[src/rtl/pusch_pkg.sv]
// rtl/pusch_pkg.sv - shared widths, limits and FSM state type for the PUSCH interleaver controller
package pusch_pkg;

  localparam int E_W   = 17;
  localparam int QM_W  = 3;
  localparam int MAX_E = 93996;

  localparam logic [QM_W-1:0] QM_1 = 3'd1;
  localparam logic [QM_W-1:0] QM_2 = 3'd2;
  localparam logic [QM_W-1:0] QM_4 = 3'd4;
  localparam logic [QM_W-1:0] QM_6 = 3'd6;

  typedef enum logic [2:0] {
    ST_IDLE,
    ST_FILL,
    ST_DRAIN,
    ST_GAP,
    ST_HALT
  } state_e;

  function automatic logic qm_legal(input logic [QM_W-1:0] qm);
    return (qm == QM_1) || (qm == QM_2) || (qm == QM_4) || (qm == QM_6);
  endfunction

endpackage

[src/rtl/interleaver_cfg_check.sv]
// rtl/interleaver_cfg_check.sv - combinational legality check of a per-CB (E, Qm) config
module interleaver_cfg_check
  import pusch_pkg::*;
(
  input  logic [E_W-1:0]  e,
  input  logic [QM_W-1:0] qm,
  output logic            ok
);

  assign ok = (e != '0) && (e <= E_W'(MAX_E)) && qm_legal(qm);

endmodule

[src/rtl/interleaver_ctrl.sv]
// rtl/interleaver_ctrl.sv - sequences PUSCH code blocks through the bit interleaver
module interleaver_ctrl
  import pusch_pkg::*;
#(
  parameter int TIMEOUT = 64,
  parameter int GAP_CYC = 2
) (
  input  logic            clk,
  input  logic            reset,
  input  logic            cfg_valid,
  output logic            cfg_ready,
  input  logic [E_W-1:0]  cfg_E,
  input  logic [QM_W-1:0] cfg_Qm,
  input  logic            cfg_last,
  input  logic            in_valid,
  output logic            in_ready,
  input  logic            in_bit,
  output logic            il_active,
  output logic            il_data,
  output logic [E_W-1:0]  il_E,
  output logic [QM_W-1:0] il_Qm,
  input  logic            il_valid_out,
  output logic            cb_done,
  output logic            tb_done,
  output logic [7:0]      cb_cnt,
  output logic            cfg_err,
  output logic            err_timeout,
  output logic            busy
);

  localparam int GAP_W = (GAP_CYC > 1) ? $clog2(GAP_CYC) : 1;
  localparam logic [GAP_W-1:0] GAP_LAST = GAP_W'(GAP_CYC - 1);

  state_e           state_q, state_d;
  logic [E_W-1:0]   il_e_q, il_e_d;
  logic [QM_W-1:0]  il_qm_q, il_qm_d;
  logic             last_q, last_d;
  logic [E_W-1:0]   fill_cnt_q, fill_cnt_d;
  logic [E_W-1:0]   out_cnt_q, out_cnt_d;
  logic [E_W-1:0]   drain_tmr_q, drain_tmr_d;
  logic [GAP_W-1:0] gap_cnt_q, gap_cnt_d;
  logic [7:0]       cb_cnt_q, cb_cnt_d;
  logic             cfg_err_q, cfg_err_d;
  logic             err_timeout_q, err_timeout_d;

  logic             cfg_ok;
  logic             beat_last;
  logic             out_last;
  logic             drain_expired;
  logic             gap_end;
  logic [E_W:0]     drain_limit;

  interleaver_cfg_check u_cfg_check (
    .e  (cfg_E),
    .qm (cfg_Qm),
    .ok (cfg_ok)
  );

  // One extra bit so E + TIMEOUT can never wrap
  assign drain_limit   = {1'b0, il_e_q} + (E_W+1)'(TIMEOUT) - (E_W+1)'(1);
  assign beat_last     = (fill_cnt_q == il_e_q - E_W'(1));
  assign out_last      = (out_cnt_q == il_e_q - E_W'(1));
  assign drain_expired = ({1'b0, drain_tmr_q} == drain_limit);
  assign gap_end       = (state_q == ST_GAP) && (gap_cnt_q == GAP_LAST);

  always_comb begin
    state_d       = state_q;
    il_e_d        = il_e_q;
    il_qm_d       = il_qm_q;
    last_d        = last_q;
    fill_cnt_d    = fill_cnt_q;
    out_cnt_d     = out_cnt_q;
    drain_tmr_d   = drain_tmr_q;
    gap_cnt_d     = gap_cnt_q;
    cb_cnt_d      = cb_cnt_q;
    cfg_err_d     = 1'b0;
    err_timeout_d = err_timeout_q;

    case (state_q)
      ST_IDLE: begin
        if (cfg_valid) begin
          if (cfg_ok) begin
            il_e_d     = cfg_E;
            il_qm_d    = cfg_Qm;
            last_d     = cfg_last;
            fill_cnt_d = '0;
            state_d    = ST_FILL;
          end else begin
            cfg_err_d = 1'b1;
          end
        end
      end
      ST_FILL: begin
        if (in_valid) begin
          if (beat_last) begin
            fill_cnt_d  = '0;
            out_cnt_d   = '0;
            drain_tmr_d = '0;
            state_d     = ST_DRAIN;
          end else begin
            fill_cnt_d = fill_cnt_q + E_W'(1);
          end
        end
      end
      ST_DRAIN: begin
        drain_tmr_d = drain_tmr_q + E_W'(1);
        // A completing read-out beat wins over an expiring timer in the same cycle
        if (il_valid_out && out_last) begin
          gap_cnt_d = '0;
          state_d   = ST_GAP;
        end else begin
          if (il_valid_out) begin
            out_cnt_d = out_cnt_q + E_W'(1);
          end
          if (drain_expired) begin
            err_timeout_d = 1'b1;
            state_d       = ST_HALT;
          end
        end
      end
      ST_GAP: begin
        if (gap_end) begin
          cb_cnt_d = last_q ? 8'd0 : cb_cnt_q + 8'd1;
          state_d  = ST_IDLE;
        end else begin
          gap_cnt_d = gap_cnt_q + GAP_W'(1);
        end
      end
      ST_HALT: begin
        state_d = ST_HALT;
      end
      default: begin
        state_d = ST_IDLE;
      end
    endcase
  end

  always_ff @(posedge clk or negedge reset) begin
    if (!reset) begin
      state_q       <= ST_IDLE;
      il_e_q        <= '0;
      il_qm_q       <= '0;
      last_q        <= 1'b0;
      fill_cnt_q    <= '0;
      out_cnt_q     <= '0;
      drain_tmr_q   <= '0;
      gap_cnt_q     <= '0;
      cb_cnt_q      <= '0;
      cfg_err_q     <= 1'b0;
      err_timeout_q <= 1'b0;
    end else begin
      state_q       <= state_d;
      il_e_q        <= il_e_d;
      il_qm_q       <= il_qm_d;
      last_q        <= last_d;
      fill_cnt_q    <= fill_cnt_d;
      out_cnt_q     <= out_cnt_d;
      drain_tmr_q   <= drain_tmr_d;
      gap_cnt_q     <= gap_cnt_d;
      cb_cnt_q      <= cb_cnt_d;
      cfg_err_q     <= cfg_err_d;
      err_timeout_q <= err_timeout_d;
    end
  end

  assign cfg_ready   = (state_q == ST_IDLE);
  assign in_ready    = (state_q == ST_FILL);
  assign il_active   = in_ready & in_valid;
  assign il_data     = in_ready & in_bit;
  assign il_E        = il_e_q;
  assign il_Qm       = il_qm_q;
  assign cb_done     = gap_end;
  assign tb_done     = gap_end & last_q;
  assign cb_cnt      = cb_cnt_q;
  assign cfg_err     = cfg_err_q;
  assign err_timeout = err_timeout_q;
  assign busy        = (state_q != ST_IDLE);

endmodule
[config.mk]
export PLATFORM = sky130hd
export DESIGN_NAME = interleaver_ctrl
export DESIGN_NICKNAME = d
export VERILOG_FILES = /design/src/rtl/pusch_pkg.sv /design/src/rtl/interleaver_cfg_check.sv /design/src/rtl/interleaver_ctrl.sv
export SDC_FILE = /design/constraint.sdc
export NUM_CORES = 1
export LEC_CHECK = 0
export CAP_MARGIN = 20
export CORE_ASPECT_RATIO = 0.7
export CORE_UTILIZATION = 62
export DETAILED_ROUTE_END_ITERATION = 16
export PLACE_DENSITY = 0.86
export SYNTH_ARGS = -nofsm -noshare
export SYNTH_HDL_FRONTEND = slang
export SYNTH_SLANG_ARGS = --single-unit
[constraint.sdc]
create_clock -name clk -period 8.2 [get_ports clk]
set_input_delay 1.23 -clock clk [delete_from_list [all_inputs] [get_ports clk]]
set_output_delay 1.23 -clock clk [all_outputs]
set_load 0.02 [all_outputs]
==> metrics, run 1 <==
Cells after Synth=683; VDD IR max=130 uV; Avg Inst Size Synth=8.82 sq um; R2R setup slack=3950 ps; total track usage=35.7%; TritonCTS Buffers=9; post-synth top area share=35.7%; IO Pins=64; global route hottest layer=met2; Final Cycle Share=51.8%; total power draw=0.000949 W; Die Y=84.5 microns; Max Freq=0.235 GHz; CP max FO=23; Hold Crit Class=reg2reg; GP Congestion=0.986; CTS root buf=clkbuf_16; final HPWL from detailed placement=12500 microns; PortBufs=63; RSZ-0062 raised after global routing=no; Min-Delay Startpoint=err_timeout; pre-CTS setup slack=3970 ps; Final WS setup=3950 ps; Syn Nets=715; register area share after synthesis=35.7%; max cap viols=0; number of global-route vias before repair=5399; Startpoint Class=flop; fillers=659; post-route ant nets=0; number of diodes=0; most frequent cells after synthesis=dfrtp_1, nand2_1, xnor2_1; Post-Syn Area=6030 sq um; Clk pin slew, worst setup/hold paths=70 ps; Finish-stage setup viols=0; DR iter-0 viols=691; Clock Skews=5.58 ps; Clock Latency Late Sink=350 ps; critical path type=reg2reg; Layout area overhead=15.3%; setup TNS=0 ps; Final nets=752; Hold Vio Cnt, Final=0; Routed WL=17400 microns; initial core utilization=65.1%; clock sink count=86; Distinct cells, synth=68; routing usage on met3=10.3%; Pins Over Slew Limit=0; r2r startpoint=il_E[4]; CTS tree=built; FP Rows=29; core area=9250 sq um; postcts setup bufs=0; CTS H-tree lvls=3; Placed Area=6660 sq um; Longest Clk Path Bufs=2; post-route minimum period=4250 ps; GR Layer Usage met1=49.2%; outcome=completed; Post-synth EDFFs=0; via count=5732; drt drc=0; die area=10100 sq um; leakage power=3.04 nW; Pwr Density=137 nW/um^2; Chip Width=120 microns; global-route wire length before repair=27800 microns; met2 usage=54.1%; CP required=8420 ps; CTS resizes=0; WP data arrival=4470 ps; worst slew pin tran=965 ps; largest net degree at the start of global routing=51; wire length per cell=20.4 microns; Worst Setup SP=il_E[4]; share of post-route cells with drive strength above 1=8.28%; slew margin rel.=35.4%; Pre-antenna DRT Iters=5; Yosys top cell by area=dfrtp_1; cts hold-fix bufs=0; YS warnings=0; synthesized flop and latch total=86; Avg Vias per Cell=6.75; synth top area cells=dfrtp_1, xnor2_1, mux2i_1, nand2_1, nand3_1; crit end category=flop; Remaining Overflow, GRT=0; Most used DFF post-synth=dfrtp_1; antenna violations before repair=0; top-count cell post-synth=dfrtp_1; final instance area=6950 sq um; Synth async-reset ratio=100%
-- per-stage QoR --
step / instances / util, % / hold WS (ps)
5_1_grt: 849 / 75.1 / 521
3_5_place_dp: 832 / 71.9 / 468
6_report: 849 / 75.1 / 516
3_3_place_gp: 832 / 71.9 / 492
4_1_cts: 848 / 75.0 / 503
2_1_floorplan: 683 / - / 461
-- cell families after synthesis --
family                     Yosys count  synth area share [%]
AOI/OAI and AO/OA                  122                  14.0
buffers and inverters               70                  5.02
and+or+nand+nor                    288                  26.0
DFF                                 86                  35.7
muxes                               44                  7.70
adders and majority gates            5                  1.04
xor gates and xnor gates            68                  10.6
-- registers in the layout (all words and copies together) (netlist names) --
name         count
cb_cnt           8
cfg_err          1
drain_tmr_q     17
err_timeout      1
fill_cnt_q      17
gap_cnt_q        1
il_E            17
il_Qm            3
last_q           1
out_cnt_q       17
state_q          3
-- area by class of cell --
class	count	area, sq um	share of cell area (%)
clock buffers	9	225	3.24
clock inverters	7	58.8	0.846
inverters	26	97.6	1.40
multi-input cells	527	3580	51.5
flip-flops and latches	86	2150	31.0
well taps	124	155	2.23
repair buffers	70	684	9.85
-- layer usage --
layer	vias up	wire length [microns]
met5	-	0
met4	0	411
met3	54	1890
met2	347	7770
met1	2787	7290
li1	2544	-
-- report_power, final --
group          switching, W  leakage, nW  total [W]  internal, W
clock network      0.000184        0.138   0.000393     0.000209
registers         0.0000242         1.11   0.000464     0.000440
logic             0.0000451         1.79  0.0000926    0.0000475
total              0.000253         3.04   0.000949     0.000696
-- path summary, 6_finish.rpt --
kind | to | cells past startpoint
worst min register to register | err_timeout | 2
max in group asynchronous | il_E[12] | 2
worst min-delay path | err_timeout | 2
min in group asynchronous | out_cnt_q[10] | 1
worst max-delay path | fill_cnt_q[4] | 8
worst max register to register | fill_cnt_q[4] | 8
-- critical path: stages, from the launching register on --
cell     delay (ps)
dfrtp_1         560
nor2_1          820
nand2_1         480
xnor2_1         280
a41oi_1         150
nor4_2          340
nand3_1         690
nand3_1         630
o22ai_1         170
-- placed cells by master, fill, tap and decap left out, drive strengths merged, types with 7 or more instances in the layout --
cell           synthesis  routed
nand2b                18      18
nand3                 46      46
xor2                  18      18
buf                   18       8
o21ai                 24      24
a31oi                 18      18
mux2i                 25      25
nor3                  13      13
o31ai                  8       8
mux2                  19      19
o22ai                  8       8
a211oi                 7       7
dfrtp                 86      86
nor2                  28      28
xnor2                 47      47
and3                  24      24
a21oi                 18      18
nor4                  11      11
and2                  20      20
inv                   26      28
clkdlybuf4s50          0      62
nor2b                  9       9
nand2                 66      66
clkbuf                26       9
nand4                 28      28
(Power assumes the default switching activity.)
==> run 2: changes to the inputs <==
- CORE_UTILIZATION: 62 -> 52
- PLACE_DENSITY: 0.86 -> 0.77
- clock period: 8.2 -> 3.49 ns (I/O delays scaled with it)
==> metrics, run 2 (synthesized netlist as in run 1, its figures left out) <==
register area=2150 sq um; IO Pins=64; Avg Vias per Cell=6.16; Routed WL=17300 microns; Chip Width=131 microns; VDD IR max=255 uV; crit end category=flop; share of post-route cells with drive strength above 1=10.9%; Worst R2R End=state_q[1]; Final Cycle Share=95.8%; drt drc=0; FP Rows=32; R2R setup slack=150 ps; Clk pin slew, worst setup/hold paths=70 ps; die area=12000 sq um; Hold Vio Cnt, Final=0; CP most frequent cell=buf_4; r2r startpoint=il_E[1]; largest net degree at the start of global routing=59; antenna violations before repair=0; DR iter-0 viols=522; path depth of the worst reg2reg path=11; WP data arrival=3580 ps; Layout area overhead=18.4%; CP required=3720 ps; Startpoint Class=flop; GP Congestion=1.02; CTS H-tree lvls=3; leakage power=3.14 nW; Final nets=773; Critical Path Slowest Stage Cell=a2111oi_0; clock sink count=86; post-route ant nets=0; Finish-stage setup viols=0; Pwr Density=313 nW/um^2; Die Y=92.1 microns; wire length per cell=19.2 microns; Pre-antenna DRT Iters=5; CTS root buf=clkbuf_16; fillers=944; via count=5533; worst-path cell chain=inv_1, ha_1, nor3b_1, buf_4, a2111oi_0, buf_4, or3b_2, o21ai_0, nand4_1, o211ai_1, a21oi_1; Max Freq=0.299 GHz; Clock Skews=9.39 ps; Clock Latency Late Sink=350 ps; outcome=completed; worst slew pin tran=779 ps; Multi-input gate area=3580 sq um; Longest Clk Path Bufs=2; number of global-route vias before repair=5312; global-route wire length before repair=27800 microns; worst stage delay on the critical path=690 ps; max cap viols=0; CP max FO=10; commonest non-fill, non-tap cell in the layout=dfrtp_1; TritonCTS Buffers=9; Remaining Overflow, GRT=0; critical path type=reg2reg; total track usage=30.3%; CTS tree=built; slew margin rel.=48.1%; Final WS setup=148 ps; Hold Crit Class=in2async; total power draw=0.00223 W; core area=11100 sq um; number of diodes=0; PortBufs=63; initial core utilization=54.1%; post-route minimum period=3340 ps; pre-CTS setup slack=263 ps; final HPWL from detailed placement=12800 microns; most frequent cells in the layout=dfrtp_1, nand2_1, clkdlybuf4s50_1, xnor2_1, nand3_1; Pins Over Slew Limit=0
run 2: routing by layer:
metal	routed length, microns	global-route usage (%)	vias to the layer above
met1	7630	42.7	2679
met4	201	6.90	0
li1	-	-	2581
met2	7530	43.8	246
met5	0	4.07	-
met3	1910	10.9	27
run 2: critical path, delay by kind of cell, from the launching register on:
family                   cells  cell delay (ps)
AO/OA/AOI/OAI                4             1150
AND/OR/NAND/NOR              3              840
buffers and inverters        3              550
flip-flops                   1              450
adder cells (fa/ha/maj)      1              240
run 2: report_power, final:
| group | internal [W] | switching, W |
|---|---|---|
| Sequential | 0.00103 | 0.0000586 |
| Clock | 0.000485 | 0.000435 |
| Combinational | 0.000113 | 0.000108 |
run 2: worst max-delay path by stage:
stage | slack [ps] | depth (start not counted) | end | from
after floorplan | 400 | 14 | drain_tmr_q[8] | il_E[0]
after global placement | 370 | 7 | fill_cnt_q[4] | cfg_E[8]
after detailed placement | 260 | 8 | fill_cnt_q[4] | cfg_E[2]
after CTS | 230 | 12 | fill_cnt_q[16] | il_E[1]
after global routing | -20 | 12 | fill_cnt_q[12] | il_E[1]
final | 150 | 11 | state_q[1] | il_E[1]
run 2: through the flow:
stage	setup TNS, ps	hold WS (ps)	area (sq um)	utilization [%]	cells
2_1_floorplan	0	228	6030	-	683
3_3_place_gp	0	482	6860	61.6	883
3_5_place_dp	0	480	6860	61.6	883
4_1_cts	0	289	7130	64.1	898
5_1_grt	-53.1	318	7130	64.1	898
6_report	0	244	7130	64.1	898
run 2: repair_timing:
item | CTS | global route
buffers inserted | 0 | 0
resized for setup | 0 | 1
setup endpoints to repair | 0 | 12
hold buffers | 0 | 0
run 2: final cells by class:
type	instances	area share, %
Multi-Input combinational cell	527	50.2
Sequential cell	86	30.2
Timing Repair Buffer	91	11.8
Clock buffer	9	3.16
Tap cell	153	2.68
Inverter	26	1.37
Clock inverter	6	0.666
